===== src/rtl/radix4_div_pkg.sv =====
// radix4_div_pkg: shared state encoding, width helpers and dividend approximation for radix4_seq_divider
package radix4_div_pkg;
    typedef enum logic [1:0] {IDLE, CALC, FIN} state_t;
    function automatic int r_width(input int n);
        return n + 2;
    endfunction
    function automatic int cnt_width(input int n);
        return $clog2(n / 2);
    endfunction
    // Low m bits collapse to a single majority bit at position m-1.
    function automatic logic [63:0] approx_m2(input logic [63:0] d, input int m);
        int ones;
        logic [63:0] r;
        ones = 0;
        r = d;
        for (int i = 0; i < 64; i++) begin
            if (i < m) begin
                ones += int'(d[i]);
                r[i] = 1'b0;
            end
        end
        if (ones > m / 2) r[m-1] = 1'b1;
        return r;
    endfunction
endpackage


===== src/rtl/radix4_digit_sel.sv =====
// radix4_digit_sel: picks the radix-4 quotient digit and the restored partial remainder
module radix4_digit_sel #(
    parameter int N = 16
) (
    input  logic [N+1:0] t,
    input  logic [N+1:0] d,
    input  logic [N+1:0] d2,
    input  logic [N+1:0] d3,
    output logic [1:0]   q,
    output logic [N-1:0] r_next
);
    logic ge1, ge2, ge3;
    logic [N+1:0] sub;
    always_comb begin
        ge3 = t >= d3;
        ge2 = t >= d2;
        ge1 = t >= d;
        q = ge3 ? 2'd3 : ge2 ? 2'd2 : ge1 ? 2'd1 : 2'd0;
        sub = ge3 ? d3 : ge2 ? d2 : ge1 ? d : '0;
        r_next = N'(t - sub);
    end
endmodule


===== src/rtl/radix4_seq_divider.sv =====
// radix4_seq_divider: unsigned radix-4 restoring divider, 2 quotient bits per cycle; RADIX4_DIV_APPROX_EN approximates the low M dividend bits
module radix4_seq_divider
    import radix4_div_pkg::*;
#(
    parameter int N = 16,
    parameter int M = 8
) (
    input  logic         clk,
    input  logic         rst,
    input  logic         start,
    input  logic [N-1:0] dividend,
    input  logic [N-1:0] divisor,
    output logic         busy,
    output logic         done,
    output logic [N-1:0] quotient,
    output logic [N-1:0] remainder,
    output logic         div_by_zero
);
    localparam int RW = r_width(N);
    localparam int CW = cnt_width(N);

    if (N % 2 != 0 || N < 4 || M < 2 || M > N) begin : g_bad_param
        $error("radix4_seq_divider: illegal N/M");
    end

    state_t state_q, state_d;
    logic [N-1:0] dvd_q, dvd_d, d_q, d_d, quo_q, quo_d, r_q, r_d, dvd_in, r_nx;
    logic [RW-1:0] d3_q, d3_d, t, d1, d2;
    logic [CW-1:0] cnt_q, cnt_d;
    logic busy_q, busy_d, done_q, done_d, dbz_q, dbz_d;
    logic [1:0] q_dig;

`ifdef RADIX4_DIV_APPROX_EN
    assign dvd_in = N'(approx_m2(64'(dividend), M));
`else
    assign dvd_in = dividend;
`endif

    // R < D keeps the partial remainder in N bits; the next dividend pair fills the low end.
    assign t  = {r_q, dvd_q[N-1:N-2]};
    assign d1 = RW'(d_q);
    assign d2 = {1'b0, d_q, 1'b0};

    radix4_digit_sel #(.N(N)) u_sel (
        .t      (t),
        .d      (d1),
        .d2     (d2),
        .d3     (d3_q),
        .q      (q_dig),
        .r_next (r_nx)
    );

    always_comb begin
        state_d = state_q;
        dvd_d   = dvd_q;
        d_d     = d_q;
        d3_d    = d3_q;
        r_d     = r_q;
        quo_d   = quo_q;
        cnt_d   = cnt_q;
        dbz_d   = dbz_q;
        if (state_q == IDLE && start) begin
            dvd_d   = dvd_in;
            d_d     = divisor;
            d3_d    = RW'(divisor) + {1'b0, divisor, 1'b0};
            dbz_d   = divisor == '0;
            quo_d   = divisor == '0 ? '1 : '0;
            r_d     = divisor == '0 ? dvd_in : '0;
            cnt_d   = CW'(N / 2 - 1);
            state_d = divisor == '0 ? FIN : CALC;
        end else if (state_q == CALC) begin
            dvd_d   = dvd_q << 2;
            r_d     = r_nx;
            quo_d   = {quo_q[N-3:0], q_dig};
            cnt_d   = cnt_q - CW'(1);
            state_d = cnt_q == '0 ? FIN : CALC;
        end else if (state_q == FIN) begin
            state_d = IDLE;
        end
        busy_d = state_d != IDLE;
        done_d = state_d == FIN;
    end

    always_ff @(posedge clk or posedge rst) begin
        if (rst) begin
            state_q <= IDLE;
            dvd_q   <= '0;
            d_q     <= '0;
            d3_q    <= '0;
            r_q     <= '0;
            quo_q   <= '0;
            cnt_q   <= '0;
            dbz_q   <= 1'b0;
            busy_q  <= 1'b0;
            done_q  <= 1'b0;
        end else begin
            state_q <= state_d;
            dvd_q   <= dvd_d;
            d_q     <= d_d;
            d3_q    <= d3_d;
            r_q     <= r_d;
            quo_q   <= quo_d;
            cnt_q   <= cnt_d;
            dbz_q   <= dbz_d;
            busy_q  <= busy_d;
            done_q  <= done_d;
        end
    end

    assign busy        = busy_q;
    assign done        = done_q;
    assign quotient    = quo_q;
    assign remainder   = r_q;
    assign div_by_zero = dbz_q;
endmodule

===== config.mk =====
export PLATFORM = sky130hd
export DESIGN_NAME = radix4_seq_divider
export DESIGN_NICKNAME = d
export VERILOG_FILES = /design/src/rtl/radix4_div_pkg.sv /design/src/rtl/radix4_digit_sel.sv /design/src/rtl/radix4_seq_divider.sv
export SDC_FILE = /design/constraint.sdc
export NUM_CORES = 1
export LEC_CHECK = 0
export CAP_MARGIN = 20
export CORE_UTILIZATION = 30
export DETAILED_ROUTE_END_ITERATION = 16
export GPL_ROUTABILITY_DRIVEN = 0
export SYNTH_ARGS = -nofsm -noshare
export SYNTH_HDL_FRONTEND = slang
export SYNTH_HIERARCHICAL = 1
export SYNTH_SLANG_ARGS = --single-unit
export TNS_END_PERCENT = 20

===== constraint.sdc =====
create_clock -name clk -period 10.45 [get_ports clk]
set_input_delay 2.09 -clock clk [delete_from_list [all_inputs] [get_ports clk]]
set_output_delay 2.09 -clock clk [all_outputs]
set_load 0.05 [all_outputs]

### Word-level counts from Yosys, hierarchy flattened

Index checks and enable logic that the tools add are counted.

| storage, ports and cells | value |
|---|---|
| bits of input ports | 35 |
| word-level logic and storage cells | 46 |
| bits in registers | 90 |

| cells by class | value |
|---|---|
| eq/ne operators | 3 |
| mux-type cells | 21 |
| add/sub/neg operators | 3 |
| order comparisons | 3 |
| reductions and logical operators | 6 |

Operators by type and width:

| cell | number |
|---|---|
| $mux 16 | 11 |
| $add 16x17->18 | 1 |
| $ge 18x16->1 | 1 |
| $ge 18x17->1 | 1 |
| $ge 18x18->1 | 1 |
| $logic_not 16->1 | 1 |
| $sub 16x16->16 | 1 |
| $mux 2 | 7 |
| $mux 3 | 2 |
| $eq 2x2->1 const B | 2 |
| $reduce_bool 2->1 | 2 |
| $logic_not 3->1 | 1 |
| $sub 3x1->3 const B | 1 |
| $eq 2x1->1 const B | 1 |
| $logic_not 2->1 | 1 |
| $logic_and 1x1->1 | 1 |
| $mux 1 | 1 |

### Logic depth before layout (Yosys ltp)

| depth | value |
|---|---|
| depth after elaboration | 7 |
| mapped depth | 23 |

### Modules after synthesis

The synthesis kept the hierarchy.

By module, submodules not included:

| module | sequential area each (um^2) | instances | area each (um^2) | cells each |
|---|---|---|---|---|
| radix4_seq_divider | 2227.1 | 1 | 4513.1 | 492 |
| radix4_digit_sel | 0.0 | 1 | 2416.1 | 314 |

### Worst setup path before layout

No wires, ideal clock.

| path | value |
|---|---|
| path kind | register to register |
| start point | reg r_q[4] (netlist: remainder[4]) |
| end point | reg r_q[15] (netlist: remainder[15]) |
| data arrival time | 4.479 ns |
| stages on the path, launching flop included | 21 |
| library setup time | 0.133 ns |
| clock period less this slack | 4.612 ns |
| slack | 5.838 ns |
| cells stage by stage | dfrtp_1 ha_1 a41o_1 a21oi_1 o31ai_1 a221o_1 a21o_1 buf_6 a22o_1 mux2i_1 ha_1 nor2b_1 o31a_1 o41a_1 a211oi_2 a211oi_1 a31o_2 a31oi_1 xnor2_1 a32oi_1 o21ai_0 |

| on the way | value |
|---|---|
| cells in the longest elaborated chain, start to end | 7 |
| elaborated cells on any way between the ends | 9 |
| those cells by class | add/sub (1); order compare (3); mux (5) |

RTL lines:

| item | line | text |
|---|---|---|
| start: declaration | radix4_seq_divider.sv:27 | `logic [N-1:0] dvd_q, dvd_d, d_q, d_d, quo_q, quo_d, r_q, r_d, dvd_in, r_nx;` |
| start signal: assignment | radix4_seq_divider.sv:101 | `r_q <= r_d;` |
| $ge 18x16->1 | radix4_digit_sel.sv:17 | `ge1 = t >= d;` |
| $mux 16 (3 in series) | radix4_digit_sel.sv:19 | `sub = ge3 ? d3 : ge2 ? d2 : ge1 ? d : '0;` |
| $sub 16x16->16 * | radix4_digit_sel.sv:20 | `r_next = N'(t - sub);` |
| net r_nx[15] | radix4_seq_divider.sv:27 |  |
| $mux 16 * | radix4_seq_divider.sv:71 | `end else if (state_q == CALC) begin` |
| $mux 16 * | radix4_seq_divider.sv:62 | `if (state_q == IDLE && start) begin` |

Mark *: on every way through the listed nets, which the timed path passes. The rest lies on a longest branch. The select of a mux whose other input is x is not followed.
A chain may end at the register's enable or synchronous reset.

### Final worst setup path

| path | value |
|---|---|
| start point | reg d_q[0] |
| end point | reg r_q[15] (netlist: remainder[15]) |

| on the way | value |
|---|---|
| cells in the longest elaborated chain, start to end | 7 |
| elaborated cells on any way between the ends | 8 |
| those cells by class | add/sub (1); order compare (2); mux (5) |

RTL lines:

| item | line | text |
|---|---|---|
| start: declaration | radix4_seq_divider.sv:27 |  |
| start signal: assignment | radix4_seq_divider.sv:88 | `d_q <= '0;` |
| start signal: assignment | radix4_seq_divider.sv:99 | `d_q <= d_d;` |
| $ge 18x16->1 | radix4_digit_sel.sv:17 |  |
| $mux 16 | radix4_digit_sel.sv:19 |  |
| $mux 16 * (2 in series) | radix4_digit_sel.sv:19 |  |
| $sub 16x16->16 * | radix4_digit_sel.sv:20 |  |
| net r_nx[15] | radix4_seq_divider.sv:27 |  |
| $mux 16 * | radix4_seq_divider.sv:71 |  |
| $mux 16 * | radix4_seq_divider.sv:62 |  |

Marked as above.

==> key figures <==
Logic synthesis
  • Avg Inst Size Synth: 8.597 µm²
  • EDFF count, synth: 0
  • Cell variety after synth: 67
  • Cell Area, Synth: 6929 µm²
  • Ys Warns: 6
  • Synth area leader: dfrtp_1
  • Seq/Total Area, Yosys: 0.3214
  • Synth top area share: 0.3214
  • Main area contributors after synthesis: dfrtp_1 (32%), ha_1 (17%), nand2_1 (6.7%)
  • Top_reg_cell synth: dfrtp_1
  • Top post-synthesis cells by count: nand2_1 (123), ha_1 (96), dfrtp_1 (89), inv_1 (82), o21ai_0 (77)
  • Post-synthesis cell count: 806
  • Register bit count reported by yosys: 89
  • Most common cell in the synthesized netlist: nand2_1
  • Asr flop ratio synth: 1.000

Place
  • Pre-CTS setup slack: 5028 ps
  • Placed insts: 1136
  • Port Buffers: 69
  • Dpl hpwl: 14600 µm

Clocking
  • H-Tree Depth: 3
  • TritonCTS clock tree: yes
  • Cts hold-fix bufs: 0
  • Root Buffer: clkbuf_16
  • Post-CTS setup buffer count: 0
  • CTS Sinks: 89
  • Clock tree buffer depth: 2
  • Inserted Clock Buffers: 9
  • Post-CTS Resized: 0
  • Worst skew pair latency: 360 ps
  • Worst-path clk slew: 70 ps

Critical path
  • Worst-path maximum fanout: 20
  • Worst Setup Start Kind: register
  • CP Capture Type: register
  • Crit. Startpoint: d_q[0]
  • Type of the worst setup path: register to register
  • Critical path data arrival time: 5760 ps
  • Worst path required time: 10660 ps
  • R2R Path Start: d_q[0]

STA
  • Worst slew pin tran: 1013 ps
  • Final setup TNS: 0 ps
  • Setup violators final: 0
  • Fin crit share: 0.5310
  • Max Fclk: 180.2 MHz
  • Fin. Hold Viols: 0
  • Unrepaired setup endpoints after global routing: false
  • Final min period: 5549 ps
  • Max transition margin: 0.3232
  • Count of pins over their slew limit: 0
  • Clock Skew: 12.34 ps
  • Fin worst setup slack: 4901 ps

Final layout
  • Layout cells sized above 1: 0.05075
  • Post-route insts no fill: 1152
  • # diodes: 0
  • Filler cells: 2320
  • Synth-to-layout area growth: 18.24%
  • # nets final: 995

GRT
  • Gr ovfl total: 0
  • Initial antenna violation count: 0
  • Global-route wire length before repair: 30030 µm
  • Gr usage total: 0.1627
  • Vias in the first global route: 5657
  • Largest net degree at the start of global routing: 67

Route
  • DRC Markers: 0
  • Initial drt markers: 403
  • Vias: 5803
  • Avg WL per Cell: 16.28 µm
  • Wirelength, routed: 18760 µm
  • DRT antenna net count: 0
  • First-pass detailed-route iteration total: 7
  • Via density per instance: 5.037

Min path
  • Hold WC Path Type: register to register
  • Hold Crit Start: d3_q[17]

Die
  • Full die area: 23710 µm²
  • Starting Density: 0.3061
  • Num rows: 55
  • Die Span Y: 154.0 µm
  • Die width: 154.0 µm
  • I/O Pins: 70
  • Core area: 22640 µm²

Run
  • Max Cap Violations: 0

Status
  • Outcome: complete, no violations
cells by family after synthesis:
| logic type | after synthesis | share of synthesized area |
|---|---|---|
| XOR/XNOR | 24 | 0.03034 |
| buffers and inverters | 118 | 0.06807 |
| other | 1 | 0.0005412 |
| flip-flops | 89 | 0.3214 |
| multiplexers | 16 | 0.02347 |
| AO/OA/AOI/OAI | 231 | 0.2275 |
| adder cells (fa/ha/maj) | 98 | 0.1791 |
| AND/OR/NAND/NOR | 229 | 0.1495 |
metal layers:
metal | GRT usage | vias up | part of all wire
li1 | - | 2951 | -
met1 | 0.2188 | 2701 | 0.48
met2 | 0.2591 | 120 | 0.45
met3 | 0.02255 | 31 | 0.033
met4 | 0.07238 | 0 | 0.031
met5 | 0 | - | 0
path summary, 6_finish.rpt:
kind / to / slack, ps / depth (start not counted)
worst max register to register: remainder[15] / 4900 / 20
min in group asynchronous: dvd_q[8] / 2150 / 2
worst min-delay path: d3_q[17] / 490 / 2
worst min register to register: d3_q[17] / 490 / 2
max in group asynchronous: d_q[6] / 7190 / 3
worst max-delay path: remainder[15] / 4900 / 20
stage by stage:
| step | util | cell area (µm²) | hold slack, ps |
|---|---|---|---|
| floorplan | - | 6944 | 438.7 |
| global placement | 0.3492 | 7905 | 457.3 |
| detailed placement | 0.3492 | 7905 | 471.6 |
| CTS | 0.3619 | 8193 | 491.3 |
| global route | 0.3619 | 8193 | 499.0 |
| finish | 0.3619 | 8193 | 489.7 |
placed cells by master (no fill, tap or decap), drive strengths merged, types with 20 or more instances in the layout:
cell type and instances:
nor2b 20, ha 96, nor2 39, inv 84, dfrtp 89, nand2 124
clkdlybuf4s50 69, o21ai 82, a21oi 35
critical path: stages (launching register included):
cell,delay [ps]
dfrtp_1,470
inv_1,70
ha_1,290
a2111oi_2,320
o31ai_1,150
a221o_1,320
a21o_1,450
nor2_2,660
a22o_1,240
mux2i_1,90
ha_1,310
nor2b_1,140
o31a_1,270
o41a_1,360
a211oi_2,280
a211oi_1,160
a31o_2,280
a31oi_1,210
xnor2_1,100
a32oi_1,140
o21ai_0,90
state kept, by name (all words and copies together) (netlist names):
| register | cells |
|---|---|
| remainder | 16 |
| state_q | 2 |
| d3_q | 17 |
| d_q | 16 |
| cnt_q | 3 |
| busy | 1 |
| done | 1 |
| quotient | 16 |
| dvd_q | 16 |
| div_by_zero | 1 |
area by class of cell:
cell class / instances / area [µm²] / area share
Tap cell: 285 / 356.6 / 0.04352
Multi-Input combinational cell: 603 / 4262 / 0.5202
Clock inverter: 7 / 62.56 / 0.007636
Clock buffer: 9 / 225.2 / 0.02749
Sequential cell: 89 / 2227 / 0.2718
Inverter: 82 / 309.0 / 0.03772
Timing Repair Buffer: 77 / 750.7 / 0.09163
Power is not shown: default switching activity piles up to over one toggle a cycle in this logic, so the estimate is an artifact.
